## config.mk

```make
export PLATFORM = sky130hd
export DESIGN_NAME = restriction_sweep_harness
export DESIGN_NICKNAME = d
export VERILOG_FILES = /design/src/rtl/restriction_sweep_harness.sv
export SDC_FILE = /design/constraint.sdc
export NUM_CORES = 1
export LEC_CHECK = 0
export CAP_MARGIN = 5
export CORE_ASPECT_RATIO = 0.9
export CORE_MARGIN = 1
export CORE_UTILIZATION = 55
export CTS_BUF_LIST = sky130_fd_sc_hd__clkbuf_8
export CTS_CLUSTER_SIZE = 28
export DETAILED_ROUTE_END_ITERATION = 7
export PLACE_DENSITY = 0.73
export SYNTH_ARGS = -nofsm -noshare
export SYNTH_HDL_FRONTEND = slang
export SYNTH_SLANG_ARGS = --single-unit
```

## constraint.sdc

```tcl
create_clock -name clk -period 23.4 [get_ports clk]
set_input_delay 7.02 -clock clk [delete_from_list [all_inputs] [get_ports clk]]
set_output_delay 7.02 -clock clk [all_outputs]
set_load 0.005 [all_outputs]
```

## src/rtl/restriction_sweep_harness.sv

```systemverilog
// Sweeps the free inputs of a restricted single-output function and
// accumulates an on-set count and MISR signature of its response.
module restriction_sweep_harness #(
    parameter int          N_IN     = 25,
    parameter int          CNT_W    = 26,
    parameter logic [15:0] SIG_SEED = 16'hFFFF
) (
    input  logic             clk,
    input  logic             rst_n,
    input  logic             start,
    input  logic             abort,
    input  logic             hold,
    input  logic [N_IN-1:0]  fix_mask,
    input  logic [N_IN-1:0]  fix_val,
    output logic [N_IN-1:0]  vec_out,
    output logic             vec_vld,
    input  logic             y_in,
    output logic             busy,
    output logic             done,
    output logic [CNT_W-1:0] onset_cnt,
    output logic [CNT_W-1:0] vec_cnt,
    output logic [15:0]      sig
);

    localparam int IW = $clog2(CNT_W);
    localparam int PW = $clog2(N_IN + 1);

    typedef enum logic [1:0] {S_IDLE, S_RUN, S_DONE} state_t;

    state_t            r_state;
    state_t            w_next;
    logic [N_IN-1:0]   r_mask;
    logic [N_IN-1:0]   r_val;
    logic [CNT_W-1:0]  r_total;
    logic [CNT_W-1:0]  r_cnt;
    logic [N_IN-1:0]   r_vec;
    logic              r_vld;
    logic [CNT_W-1:0]  r_onset;
    logic [CNT_W-1:0]  r_vcnt;
    logic [15:0]       r_sig;
    logic [N_IN-1:0]   w_scat;
    logic [PW-1:0]     w_free;
    logic              w_start;
    logic              w_step;
    logic              w_more;

    assign w_start = !abort && !hold && start && (r_state != S_RUN);
    assign w_step  = !abort && !hold && (r_state == S_RUN);
    assign w_more  = r_cnt < r_total;

    // Bit i of the counter lands on the i-th free input, lowest first
    always_comb begin
        logic [IW-1:0] j;
        w_scat = '0;
        j      = '0;
        for (int k = 0; k < N_IN; k++) begin
            if (r_mask[k]) begin
                w_scat[k] = r_val[k];
            end else begin
                w_scat[k] = r_cnt[j];
                j         = j + IW'(1);
            end
        end
    end

    always_comb begin
        w_free = '0;
        for (int k = 0; k < N_IN; k++)
            w_free = w_free + PW'(!fix_mask[k]);
    end

    always_comb begin
        w_next = r_state;
        if (abort) begin
            w_next = S_IDLE;
        end else if (!hold) begin
            case (r_state)
                S_IDLE:  if (start) w_next = S_RUN;
                S_DONE:  if (start) w_next = S_RUN;
                S_RUN:   if (!w_more) w_next = S_DONE;
                default: w_next = S_IDLE;
            endcase
        end
    end

    always_ff @(posedge clk or negedge rst_n) begin
        if (!rst_n) r_state <= S_IDLE;
        else        r_state <= w_next;
    end

    always_ff @(posedge clk or negedge rst_n) begin
        if (!rst_n) begin
            r_mask  <= '0;
            r_val   <= '0;
            r_total <= '0;
            r_cnt   <= '0;
            r_vec   <= '0;
            r_vld   <= 1'b0;
            r_onset <= '0;
            r_vcnt  <= '0;
            r_sig   <= SIG_SEED;
        end else if (abort) begin
            r_vld <= 1'b0;
        end else if (w_start) begin
            r_mask  <= fix_mask;
            r_val   <= fix_val;
            r_total <= CNT_W'(1) << w_free;
            r_cnt   <= '0;
            r_onset <= '0;
            r_vcnt  <= '0;
            r_sig   <= SIG_SEED;
        end else if (w_step) begin
            if (r_vld) begin
                r_onset <= r_onset + CNT_W'(y_in);
                r_vcnt  <= r_vcnt + CNT_W'(1);
                r_sig   <= {r_sig[14:0],
                            r_sig[15] ^ r_sig[13] ^ r_sig[12] ^ r_sig[10] ^ y_in};
            end
            if (w_more) begin
                r_vec <= w_scat;
                r_vld <= 1'b1;
                r_cnt <= r_cnt + CNT_W'(1);
            end else begin
                r_vld <= 1'b0;
            end
        end
    end

    assign vec_out   = r_vec;
    assign vec_vld   = r_vld;
    assign busy      = (r_state == S_RUN);
    assign done      = (r_state == S_DONE);
    assign onset_cnt = r_onset;
    assign vec_cnt   = r_vcnt;
    assign sig       = r_sig;

endmodule

```

==> results.rst <==
.. list-table::
   :header-rows: 1

   * - Metric
     - Value
   * - Run status
     - finished clean
   * - Kind of end point of the critical path
     - flop
   * - Overall fraction of global-route tracks in use
     - 32.32%
   * - Num Clock Sinks
     - 198
   * - Cell repeated most along the worst path
     - ha_1
   * - Pin count of the biggest net entering global routing
     - 93
   * - Post-synthesis share of cell area spent on and, or, nand and nor gates
     - 18.00%
   * - Fraction of synthesized cell area in xor and xnor cells
     - 11.62%
   * - Worst reg2reg path endpoint
     - vec_out[24]
   * - Average via count per standard cell
     - 6.273
   * - Initial Utilization
     - 56.34%
   * - First-pass GRT wire length
     - 80.67 mm
   * - Vert. Die Dim
     - 171.2 µm
   * - Largest family of logic cells by synthesized area
     - simple AND/OR/NAND/NOR gates
   * - Final TNS setup
     - 0 ns
   * - Clk root buf
     - clkbuf_8
   * - Sequential cell area fraction in the yosys report
     - 28.43%
   * - EDFF count, synth
     - 0
   * - Worst hold path endpoint
     - r_val[14]
   * - Total half-perimeter wirelength after legalization and detailed placement
     - 34.05 mm
   * - Worst path top cell family by delay
     - adder cells
   * - Synth Instances
     - 1,949
   * - Worst hold path startpoint
     - r_val[14]
   * - DRC violations left
     - 0
   * - Top cells by area, synth
     - dfrtp_1, mux4_2, nand2_1
   * - DIE AREA
     - 0.03254 mm²
   * - Number of nets in the layout
     - 2,134
   * - Setup clock skew after layout
     - 0.02079 ns
   * - Launch point of the worst reg-to-reg path
     - r_mask[0]
   * - Number of placement rows
     - 61
   * - CTS tree
     - built
   * - Achievable Freq
     - 0.04594 GHz
   * - Clock Tree Buf Depth
     - 2
   * - Worst path setup slack after routing
     - 1.634 ns
   * - Via count of the first global-routing pass
     - 14,393
   * - Top-level port count
     - 152
   * - Actual slew at the worst max-slew pin
     - 1.272 ns
   * - Post-synth top cells
     - nand2_1, dfrtp_1, nor2_1, clkbuf_1, mux2i_1
   * - Slew Limit Headroom
     - 15.18%
   * - Weighted congestion at the end of routability-driven global placement
     - 0.9013
   * - Register-to-Register Setup Slack
     - 1.63 ns
   * - Unrepaired setup endpoints after global routing
     - no
   * - Syn. warnings
     - 0
   * - Vias after detailed routing
     - 15,218
   * - Final slew viol count
     - 0
   * - Post-synthesis mux area share
     - 17.24%
   * - Bufs and invs on worst path
     - 11
   * - Final clock period utilization by the worst path
     - 93.02%
   * - Synth-to-Final Area Change
     - 12.20%
   * - H-tree lvl count
     - 4
   * - Number of maximum-capacitance violations
     - 0
   * - Routed length per placed instance
     - 21.30 µm
   * - Worst reg-to-reg path cell count
     - 81
   * - Post-synthesis instance area
     - 0.01750 mm²
   * - Post-synthesis adder-cell area fraction
     - 6.120%
   * - Instance count along the most critical hold path
     - 2
   * - Pre-CTS setup slack
     - 1.271 ns
   * - Flip-flop cell with the highest count after synthesis
     - dfrtp_1
   * - Final setup violating endpoints
     - 0
   * - Clock insertion delay at the later pin of the skew report
     - 0.51 ns
   * - Post-synthesis cell type count
     - 88
   * - Number of nets with antenna violations after routing
     - 0
   * - Fill cell total of the finished layout
     - 2,624
   * - Core outline area
     - 0.03106 mm²
   * - Data arrival time of the critical path
     - 22.12 ns
   * - Final global-route overflow total
     - 0
   * - Buffer count from post-CTS setup fixing
     - 0
   * - Critical path data required time
     - 23.76 ns
   * - Leading cell type by number of instances after synthesis
     - nand2_1
   * - Leading area contributor after synthesis
     - dfrtp_1
   * - Total CTS buffers
     - 17
   * - Maximum net fanout on the critical path
     - 16
   * - Number of antenna violations at the first check in global routing
     - 1
   * - Area share of the largest cell type after synthesis
     - 26.02%
   * - Count of antenna diodes in the layout
     - 0
   * - Post-layout minimum cycle time
     - 21.77 ns
   * - Pre-antenna DRT Iters
     - 5
   * - Cell with the largest stage delay on the worst path
     - mux4_2
   * - Crit start category
     - flop
   * - Tightest Hold Check Type
     - flop to flop
   * - Mean Syn Cell Area
     - 8.979 µm²
   * - Path type of the worst setup path
     - flop to flop
   * - Final routed wirelength across all metal layers
     - 51.68 mm
   * - Hold_buf cts
     - 0
   * - Compound-cell area share of the yosys netlist
     - 13.08%
   * - #FFs+latches synth
     - 198
   * - Detailed router's first-iteration violation count
     - 1,460
   * - Clock-pin transition on the worst setup and hold timing paths
     - 0.10 ns
   * - DIE WIDTH
     - 190.0 µm
   * - Syn Nets
     - 2,079
   * - Layout cell share with drive strength beyond 1
     - 11.70%
   * - Port buffer count
     - 151
   * - Final Hold Viols
     - 0
   * - Async set-or-reset flop fraction in the synthesized netlist
     - 100.0%
   * - Largest incremental delay on the critical path
     - 0.55 ns
==> how the worst max path moves through the flow <==
stage,startpoint,endpoint,slack (ns),depth (start not counted)
2_1_floorplan,r_mask[0],vec_out[24],3.49,89
3_3_place_gp,r_mask[0],vec_out[24],2.25,81
3_5_place_dp,r_mask[0],vec_out[24],1.27,81
4_1_cts,r_mask[0],vec_out[24],1.19,81
5_1_grt,r_mask[0],vec_out[24],0.03,81
6_report,r_mask[0],vec_out[24],1.63,81
==> metrics by stage <==
stage                     utilization (%)  hold slack (ns)  cell area [µm²]  instances
final                               63.21           0.4858            19640       2426
after global routing                63.21           0.5127            19640       2426
after CTS                           63.14           0.4916            19610       2426
after detailed placement            61.83           0.4640            19210       2394
after global placement              61.83           0.4614            19210       2394
after floorplan                         -           0.4374            17500       1949
==> area by class of cell <==
cell class	count	area, µm²	share of cell area, %
repair buffers	183	1755	8.940
clock buffers	20	275.3	1.402
well taps	409	511.7	2.606
multi-input cells	1504	11610	59.13
clock inverters	12	131.4	0.6691
flip-flops and latches	198	4975	25.34
inverters	100	375.4	1.912
==> logic make-up (layout without fill, tap and decap cells) <==
| group | count (synthesis) | in the layout |
|---|---|---|
| buffers and inverters | 247 | 315 |
| adders and majority gates | 75 | 75 |
| AOI/OAI and AO/OA | 359 | 359 |
| and+or+nand+nor | 688 | 688 |
| xor gates and xnor gates | 170 | 170 |
| DFF | 198 | 198 |
| muxes | 212 | 212 |
==> routing by layer <==
| layer | part of all wire, % | wire [µm] | global-route usage [%] | vias to the layer above |
|---|---|---|---|---|
| met3 | 11 | 5492 | 7.713 | 163 |
| met2 | 43 | 22160 | 48.03 | 815 |
| met1 | 43 | 22280 | 45.68 | 7311 |
| met4 | 3.4 | 1745 | 12.13 | 2 |
| li1 | - | - | - | 6927 |
| met5 | 0.025 | 13 | 0 | - |
==> sequential cells by signal (all words and copies together), names as in the netlist <==
name / flops
sig: 16
vec_out: 25
vec_vld: 1
r_val: 25
vec_cnt: 26
r_cnt: 26
r_mask: 25
onset_cnt: 26
r_state: 2
r_total: 26
==> cell usage in the layout, fill, tap and decap left out, drive strengths merged, types with 18 or more instances in the layout <==
cell	Yosys	routed
inv	98	106
xnor2	70	70
mux2i	118	118
nand4	22	22
clkdlybuf4s50	0	150
nand3	49	49
fa	18	18
and2	21	21
buf	30	32
nand2	323	323
nor2	135	135
nor2b	42	42
o21ai	102	102
dfrtp	182	182
and3	21	21
a31oi	21	21
mux4	68	68
mux2	26	26
xor2	86	86
a21oi	86	86
a211oi	48	48
ha	56	56
clkbuf	117	21
==> worst register-to-register path: cells and delay by family, from the launching register on <==
family / cells / cell delay, ns
adders and majority gates: 21 / 6.92
AOI/OAI and AO/OA: 23 / 6.44
and+or+nand+nor: 17 / 2.82
muxes: 8 / 2.56
buffers and inverters: 11 / 1.99
xor gates and xnor gates: 1 / 0.48
DFF: 1 / 0.44
==> what timing repair did <==
item | CTS | global route
gates resized for setup | 0 | 4
endpoints found under the hold margin | 0 | 0
setup endpoints to repair | 0 | 1
Power is not shown: default switching activity piles up to over one toggle a cycle in this logic, so the estimate is an artifact.
